`src/rtl/lsu_mem_master_if.sv`:
```
// ---------------------------------------------------------------------------
// lsu_mem_master_if
// Purpose : groups the CPU-side request/response handshake and the
//           word-addressed memory bus of the load/store unit.
// Signals : cpu_req/cpu_we/cpu_size/cpu_sext/cpu_addr/cpu_wdata/cpu_pc (CPU -> LSU)
//           cpu_ready/cpu_done/cpu_rdata/cpu_err                    (LSU -> CPU)
//           mem_req/mem_we/mem_addr/mem_wdata                       (LSU -> memory)
//           mem_ack/mem_rdata                                       (memory -> LSU)
// Modports: master = the LSU view, slave = the CPU/memory environment view.
// ---------------------------------------------------------------------------
interface lsu_mem_master_if;
  logic        cpu_req;
  logic        cpu_we;
  logic [1:0]  cpu_size;
  logic        cpu_sext;
  logic [31:0] cpu_addr;
  logic [31:0] cpu_wdata;
  logic [31:0] cpu_pc;
  logic        cpu_ready;
  logic        cpu_done;
  logic [31:0] cpu_rdata;
  logic        cpu_err;
  logic        mem_req;
  logic        mem_we;
  logic [31:0] mem_addr;
  logic [31:0] mem_wdata;
  logic        mem_ack;
  logic [31:0] mem_rdata;

  modport master (
    input  cpu_req, cpu_we, cpu_size, cpu_sext, cpu_addr, cpu_wdata, cpu_pc,
    output cpu_ready, cpu_done, cpu_rdata, cpu_err,
    output mem_req, mem_we, mem_addr, mem_wdata,
    input  mem_ack, mem_rdata
  );

  modport slave (
    output cpu_req, cpu_we, cpu_size, cpu_sext, cpu_addr, cpu_wdata, cpu_pc,
    input  cpu_ready, cpu_done, cpu_rdata, cpu_err,
    input  mem_req, mem_we, mem_addr, mem_wdata,
    output mem_ack, mem_rdata
  );
endinterface

```
`src/rtl/lsu_mem_master.sv`:
```
// ---------------------------------------------------------------------------
// lsu_mem_master
// Purpose : CPU-side load/store initiator for a word-addressed data memory.
//           Byte/half/word loads are sign- or zero-extended, sub-word stores
//           are done as read-modify-write, and misaligned, illegal-size or
//           out-of-range accesses complete with cpu_err and no bus cycle.
// Ports   : clk   - clock, rising edge
//           reset - asynchronous, active-low
//           bus   - lsu_mem_master_if.master (CPU handshake + memory bus)
// Params  : MEM_WORDS - memory depth in 32-bit words
// Config  : LSU_TRACE_EN - when defined, every completed write prints
//           "@<pc>: *<word_addr> <= <word>"; logic is otherwise identical.
// ---------------------------------------------------------------------------
module lsu_mem_master #(
  parameter int MEM_WORDS = 3072
) (
  input  logic               clk,
  input  logic               reset,
  lsu_mem_master_if.master   bus
);

  localparam logic [31:0] ADDR_LIMIT = 32'(4 * MEM_WORDS);

  typedef enum logic [1:0] {S_IDLE, S_RD, S_WR, S_RESP} state_t;

  state_t      r_state;
  logic        r_ready, r_done, r_err, r_err_pend;
  logic [31:0] r_rdata;
  logic        r_mem_req, r_mem_we;
  logic [31:0] r_mem_addr, r_mem_wdata;
  logic        r_we, r_sext;
  logic [1:0]  r_size, r_lane;
  logic [15:0] r_wdata_lo;
  logic [31:0] r_pc;
  logic        w_err;
  logic        w_word_store;

  // Select the addressed byte/half out of the read word and extend it.
  function automatic logic [31:0] load_extract(input logic [31:0] word,
                                               input logic [1:0]  lane,
                                               input logic [1:0]  size,
                                               input logic        sext);
    logic [7:0]  b;
    logic [15:0] h;
    b = word[{lane, 3'b000} +: 8];
    h = word[{lane[1], 4'b0000} +: 16];
    case (size)
      2'b00:   return sext ? {{24{b[7]}}, b} : {24'h0, b};
      2'b01:   return sext ? {{16{h[15]}}, h} : {16'h0, h};
      default: return word;
    endcase
  endfunction

  // Replace only the addressed byte/half; the rest comes from the old word.
  function automatic logic [31:0] store_merge(input logic [31:0] old_word,
                                              input logic [15:0] wdata,
                                              input logic [1:0]  lane,
                                              input logic [1:0]  size);
    logic [31:0] w;
    w = old_word;
    case (size)
      2'b00:   w[{lane, 3'b000} +: 8]    = wdata[7:0];
      2'b01:   w[{lane[1], 4'b0000} +: 16] = wdata;
      default: w = old_word;
    endcase
    return w;
  endfunction

  assign w_err = (bus.cpu_size == 2'b11) ||
                 (bus.cpu_size == 2'b01 && bus.cpu_addr[0]) ||
                 (bus.cpu_size == 2'b10 && bus.cpu_addr[1:0] != 2'b00) ||
                 (bus.cpu_addr >= ADDR_LIMIT);
  assign w_word_store = bus.cpu_we && (bus.cpu_size == 2'b10);

  always_ff @(posedge clk or negedge reset) begin
    if (!reset) begin
      r_state     <= S_IDLE;
      r_ready     <= 1'b1;
      r_done      <= 1'b0;
      r_err       <= 1'b0;
      r_err_pend  <= 1'b0;
      r_rdata     <= '0;
      r_mem_req   <= 1'b0;
      r_mem_we    <= 1'b0;
      r_mem_addr  <= '0;
      r_mem_wdata <= '0;
      r_we        <= 1'b0;
      r_sext      <= 1'b0;
      r_size      <= '0;
      r_lane      <= '0;
      r_wdata_lo  <= '0;
      r_pc        <= '0;
    end else begin
      case (r_state)
        S_IDLE: begin
          // cpu_ready is 1 throughout IDLE, so cpu_req alone means accept.
          if (bus.cpu_req) begin
            r_ready    <= 1'b0;
            r_we       <= bus.cpu_we;
            r_size     <= bus.cpu_size;
            r_sext     <= bus.cpu_sext;
            r_lane     <= bus.cpu_addr[1:0];
            r_wdata_lo <= bus.cpu_wdata[15:0];
            r_pc       <= bus.cpu_pc;
            r_mem_addr <= {bus.cpu_addr[31:2], 2'b00};
            if (w_err) begin
              // Spend one cycle in RESP before the done pulse so an error
              // completes with the same latency as a zero-wait load.
              r_state    <= S_RESP;
              r_err_pend <= 1'b1;
            end else if (w_word_store) begin
              r_state     <= S_WR;
              r_mem_req   <= 1'b1;
              r_mem_we    <= 1'b1;
              r_mem_wdata <= bus.cpu_wdata;
            end else begin
              r_state   <= S_RD;
              r_mem_req <= 1'b1;
              r_mem_we  <= 1'b0;
            end
          end
        end
        S_RD: begin
          if (bus.mem_ack) begin
            if (r_we) begin
              // Sub-word store: the write access follows the read directly.
              r_state     <= S_WR;
              r_mem_we    <= 1'b1;
              r_mem_wdata <= store_merge(bus.mem_rdata, r_wdata_lo, r_lane, r_size);
            end else begin
              r_state   <= S_RESP;
              r_mem_req <= 1'b0;
              r_done    <= 1'b1;
              r_rdata   <= load_extract(bus.mem_rdata, r_lane, r_size, r_sext);
            end
          end
        end
        S_WR: begin
          if (bus.mem_ack) begin
            r_state   <= S_RESP;
            r_mem_req <= 1'b0;
            r_mem_we  <= 1'b0;
            r_done    <= 1'b1;
`ifdef LSU_TRACE_EN
            $display("@%h: *%h <= %h", r_pc, r_mem_addr, r_mem_wdata);
`endif
          end
        end
        S_RESP: begin
          if (r_err_pend) begin
            r_err_pend <= 1'b0;
            r_done     <= 1'b1;
            r_err      <= 1'b1;
          end else begin
            r_state <= S_IDLE;
            r_ready <= 1'b1;
            r_done  <= 1'b0;
            r_err   <= 1'b0;
            r_rdata <= '0;
          end
        end
        default: r_state <= S_IDLE;
      endcase
    end
  end

`ifndef LSU_TRACE_EN
  // The PC is only consumed by the write trace.
  logic w_unused_pc;
  assign w_unused_pc = ^r_pc;
`endif

  assign bus.cpu_ready = r_ready;
  assign bus.cpu_done  = r_done;
  assign bus.cpu_rdata = r_rdata;
  assign bus.cpu_err   = r_err;
  assign bus.mem_req   = r_mem_req;
  assign bus.mem_we    = r_mem_we;
  assign bus.mem_addr  = r_mem_addr;
  assign bus.mem_wdata = r_mem_wdata;

endmodule

```
`src/flat_wrapper.sv`:
```
// flat-port wrapper written by rule: the top's interface ports become plain ports
module lsu_mem_master_flat 
#(
  parameter int MEM_WORDS = 3072
)
  (clk, reset, bus_cpu_req, bus_cpu_we, bus_cpu_size, bus_cpu_sext, bus_cpu_addr, bus_cpu_wdata, bus_cpu_pc, bus_cpu_ready, bus_cpu_done, bus_cpu_rdata, bus_cpu_err, bus_mem_req, bus_mem_we, bus_mem_addr, bus_mem_wdata, bus_mem_ack, bus_mem_rdata);
  lsu_mem_master_if bus_i ();
  input  logic clk;
  input  logic reset;
  input wire logic [$bits(bus_i.cpu_req)-1:0] bus_cpu_req;
  input wire logic [$bits(bus_i.cpu_we)-1:0] bus_cpu_we;
  input wire logic [$bits(bus_i.cpu_size)-1:0] bus_cpu_size;
  input wire logic [$bits(bus_i.cpu_sext)-1:0] bus_cpu_sext;
  input wire logic [$bits(bus_i.cpu_addr)-1:0] bus_cpu_addr;
  input wire logic [$bits(bus_i.cpu_wdata)-1:0] bus_cpu_wdata;
  input wire logic [$bits(bus_i.cpu_pc)-1:0] bus_cpu_pc;
  output wire logic [$bits(bus_i.cpu_ready)-1:0] bus_cpu_ready;
  output wire logic [$bits(bus_i.cpu_done)-1:0] bus_cpu_done;
  output wire logic [$bits(bus_i.cpu_rdata)-1:0] bus_cpu_rdata;
  output wire logic [$bits(bus_i.cpu_err)-1:0] bus_cpu_err;
  output wire logic [$bits(bus_i.mem_req)-1:0] bus_mem_req;
  output wire logic [$bits(bus_i.mem_we)-1:0] bus_mem_we;
  output wire logic [$bits(bus_i.mem_addr)-1:0] bus_mem_addr;
  output wire logic [$bits(bus_i.mem_wdata)-1:0] bus_mem_wdata;
  input wire logic [$bits(bus_i.mem_ack)-1:0] bus_mem_ack;
  input wire logic [$bits(bus_i.mem_rdata)-1:0] bus_mem_rdata;
  assign bus_i.cpu_req = bus_cpu_req;
  assign bus_i.cpu_we = bus_cpu_we;
  assign bus_i.cpu_size = bus_cpu_size;
  assign bus_i.cpu_sext = bus_cpu_sext;
  assign bus_i.cpu_addr = bus_cpu_addr;
  assign bus_i.cpu_wdata = bus_cpu_wdata;
  assign bus_i.cpu_pc = bus_cpu_pc;
  assign bus_cpu_ready = bus_i.cpu_ready;
  assign bus_cpu_done = bus_i.cpu_done;
  assign bus_cpu_rdata = bus_i.cpu_rdata;
  assign bus_cpu_err = bus_i.cpu_err;
  assign bus_mem_req = bus_i.mem_req;
  assign bus_mem_we = bus_i.mem_we;
  assign bus_mem_addr = bus_i.mem_addr;
  assign bus_mem_wdata = bus_i.mem_wdata;
  assign bus_i.mem_ack = bus_mem_ack;
  assign bus_i.mem_rdata = bus_mem_rdata;
  lsu_mem_master #(.MEM_WORDS(MEM_WORDS)) u_core (.clk(clk), .reset(reset), .bus(bus_i));
endmodule
```
`config.mk`:
```
export PLATFORM = sky130hd
export DESIGN_NAME = lsu_mem_master_flat
export DESIGN_NICKNAME = d
export VERILOG_FILES = /design/src/rtl/lsu_mem_master_if.sv /design/src/rtl/lsu_mem_master.sv /design/src/flat_wrapper.sv
export SDC_FILE = /design/constraint.sdc
export NUM_CORES = 1
export LEC_CHECK = 0
export ABC_AREA = 1
export CAP_MARGIN = 20
export CORE_ASPECT_RATIO = 1.2
export CORE_MARGIN = 5
export CORE_UTILIZATION = 51
export CTS_CLUSTER_SIZE = 16
export DETAILED_ROUTE_END_ITERATION = 12
export PLACE_DENSITY = 0.84
export SYNTH_ARGS = -nofsm -noshare
export SYNTH_HDL_FRONTEND = slang
export SYNTH_SLANG_ARGS = --single-unit
```
`constraint.sdc`:
```
create_clock -name clk -period 6.3 [get_ports clk]
set_clock_uncertainty 0.05 [all_clocks]
set_input_delay 0.63 -clock clk [delete_from_list [all_inputs] [get_ports clk]]
set_output_delay 0.63 -clock clk [all_outputs]
set_load 0.02 [all_outputs]
```
==> flow_summary.yaml <==
setup_path:
  critPathLaunchType: "register"
  path_common_cell: "nand2_1"
  cp_max_fo: 66
  cp-end-kind: "register"
  r2r-start: "u_core.r_lane[1]"
  path_buf_inv: 3
  cp.arrival_ns: 3.84
  max_stage_delay_ns: 0.74
  critPathTopFamily: "buffers and inverters"
  startpoint: "u_core.r_lane[1]"
  criticalPathCategory: "reg -> reg"
  worstPathRequired_ns: 6.61
  slowest_stage: "clkinv_1"
  crit_chain: "buf_4 > clkinv_1 > ha_1 > inv_1 > nor2_1 > nand2_1 > nand2_1 > nand2_1 > nand2_1 > nand2_1 > nand2_1 > nand3_1 > nand2_1"
yosys:
  ys_seq_elements: 124
  muxShareOfSynthArea_pct: 0
  yosysTopAreaCell: "dfrtp_1"
  synthCells: 1165
  synth-simple-area-share_pct: 37.8
  synth_xor_area_share_pct: 0
  yosys_warnings: 0
  synthAdderAreaFrac_pct: 1.64
  synth_area_leaders: "dfrtp_1 40%, nand2_1 26%, nor2_1 5.1%, nand3_1 4.9%, o21ai_0 4.0%"
  synth_top_family_by_area: "simple AND/OR/NAND/NOR gates"
  synth_compound_area_share_pct: 12.3
  netlist_area_mm2: 0.00764
  synth_top_area_share_pct: 40.3
  async_reset_ff_share_pct: 100
  synth-edff-count: 0
  yosys.cell_types.count: 36
  ys.flop_type: "dfrtp_1"
  synth.avg_cell_area_um2: 6.56
  synth_seq_area_share_pct: 40.6
pwr:
  pwr-share-clk_pct: 17.2
  p_switching_mw: 2.75
  p_int_mw: 3.03
  swShare_pct: 47.6
  pwr-share-comb_pct: 58.7
  ir_worst_vdd_uv: 333
  leakagePower_nw: 5.15
  power.total_mw: 5.79
  p_seq_share_pct: 24.1
  cellPowerDensity_mw_per_mm2: 561
placed_design:
  finalWeightedCongestion: 0.960
  place_hpwl_mm: 18.1
  io_buffer_count: 202
  placed_cells: 1517
drt:
  vias: 8110
  drt_wl_total_mm: 24.9
  drt_iter0_markers: 724
  drc: 0
  dr.pass1.iters: 7
  vias_per_cell: 5.24
  routedWlPerCell_um: 16.0
  ant_nets: 0
run:
  drv_cap: 0
sta:
  tightest_slew_ns: 1.01
  max_freq_mhz: 283
  drv_slew: 0
  fin_crit_sh_pct: 56.1
  setup_viol: 0
  tns_ns: 0
  max_slew_margin_pct: 32.7
  period_minus_slack_ns: 3.54
  rsz0062_at_grt: "false"
  final_hold_viol_count: 0
floorplan:
  fp.dieH_um: 144
  rows: 49
  start_util_pct: 51.5
  dieArea_mm2: 0.0175
  ios: 237
  dieWidth_um: 122
  coreArea_mm2: 0.0148
global_route:
  grt_pass1_vias: 7555
  grt_usage_pct: 28.0
  grt_pass1_wl_mm: 38.6
  grt_max_degree: 76
  overflow: 0
  grt_antenna_before_repair: 0
cts:
  hold_buffers: 0
  clkTransAtPathRegs_ns: 0.06
  cts_resized: 0
  cts_made_buffers: 17
  htreeDepth: 4
  clockRootBuffer: "clkbuf_16"
  clock_latency_ns: 0.42
  cts_tree: "built"
  cts_setup_buffers: 0
  cts_num_sinks: 124
  clock_path_buffers: 2
cells_and_area:
  drive_gt1_share_pct: 5.13
  fin_cells: 1549
  fin_nets: 1479
  syn_to_final_growth_pct: 35.1
  num_antenna_cells: 0
outcome:
  status: "completed"
hold_path:
  worstHoldPathType: "in -> async"
[synth_stat cells, types with 2 or more instances]
cell,count
a21boi_0,2
a21boi_1,6
a21oi_1,59
a21oi_2,13
a22oi_1,4
buf_1,6
buf_2,22
buf_4,2
buf_6,2
clkbuf_1,32
clkinv_1,2
dfrtp_1,123
ha_1,10
inv_1,67
inv_2,4
inv_4,2
nand2_1,532
nand2_2,3
nand3_1,75
nor2_1,103
nor2_4,2
nor3_1,8
o2111ai_1,5
o211ai_1,8
o21ai_0,61
o21ai_1,2
[cell usage in the layout (no fill, tap or decap), types with 4 or more instances in the layout]
| master | netlist | layout |
|---|---|---|
| nand2_1 | 532 | 531 |
| clkdlybuf4s50_1 | 0 | 201 |
| dfrtp_1 | 123 | 123 |
| nor2_1 | 103 | 101 |
| nand3_1 | 75 | 75 |
| inv_1 | 67 | 67 |
| o21ai_0 | 61 | 61 |
| a21oi_1 | 59 | 59 |
| clkbuf_16 | 0 | 17 |
| a21oi_2 | 13 | 13 |
| ha_1 | 10 | 10 |
| buf_4 | 2 | 10 |
| nor3_1 | 8 | 8 |
| o211ai_1 | 8 | 8 |
| a21boi_1 | 6 | 6 |
| o2111ai_1 | 5 | 5 |
| nand2_2 | 3 | 4 |
| inv_2 | 4 | 4 |
| a22oi_1 | 4 | 4 |
| clkbuf_1 | 32 | 4 |
[area by class of cell]
type	count	area, um2
Timing Repair Buffer	212	2110
Clock buffer	24	482
Multi-Input combinational cell	903	3970
Clock inverter	7	113
Fill cell	1271	4520
Sequential cell	124	3100
Inverter	75	287
Tap cell	204	255
[power by group through the flow]
stage	Clock, mW	Sequential (mW)	Combinational [mW]
6_report	0.998	1.39	3.40
5_1_grt	1.05	1.44	3.75
4_1_cts	1.01	1.39	3.39
3_5_place_dp	0	1.39	3.37
3_3_place_gp	0	1.39	3.32
2_1_floorplan	0	1.69	1.91
[sequential cells by signal, indices dropped and copies added (netlist names), 2 cells and up]
| name | count |
|---|---|
| u_core.r_wdata_lo | 16 |
| u_core.bus.mem_wdata | 32 |
| u_core.r_lane | 2 |
| u_core.bus.mem_addr | 30 |
| u_core.r_size | 2 |
| u_core.r_state | 2 |
| u_core.bus.cpu_rdata | 32 |
[path summary, 6_finish.rpt]
kind	slack, ns	endpoint	depth (start not counted)
max	2.76	u_core.bus.mem_wdata[18]	13
max reg2reg	2.76	u_core.bus.mem_wdata[18]	13
min	0.19	u_core.bus.mem_addr[30]	1
max in group asynchronous	4.62	u_core.bus.mem_wdata[31]	2
min reg2reg	0.42	u_core.bus.cpu_err	2
min in group clk	0.42	u_core.bus.cpu_err	2
[per-layer routing]
| metal | wire [um] | GRT usage, % | vias up |
|---|---|---|---|
| met5 | 0 | 0 | - |
| met4 | 1040 | 12.9 | 0 |
| met3 | 2310 | 8.53 | 63 |
| met2 | 11600 | 44.7 | 370 |
| met1 | 9880 | 35.1 | 3663 |
| li1 | - | - | 4014 |
[per-stage QoR]
stage	utilization (%)	setup slack, ns	cell area, um2	hold WS [ns]
after global routing	69.5	2.51	10300	0.236
after CTS	69.4	2.80	10300	0.190
after detailed placement	65.4	2.81	9700	0.413
after global placement	65.4	2.83	9700	0.405
after floorplan	-	4.10	7640	0.284
final	69.5	2.76	10300	0.190
[logic make-up (layout without fill, tap and decap cells)]
| logic type | count (synthesis) | count (layout) |
|---|---|---|
| adder cells (fa/ha/maj) | 10 | 10 |
| AO/OA/AOI/OAI | 163 | 163 |
| buffers and inverters | 139 | 318 |
| other | 1 | 2 |
| flip-flops | 124 | 124 |
| AND/OR/NAND/NOR | 728 | 728 |
No activity file was read; power rests on OpenSTA's default activity.
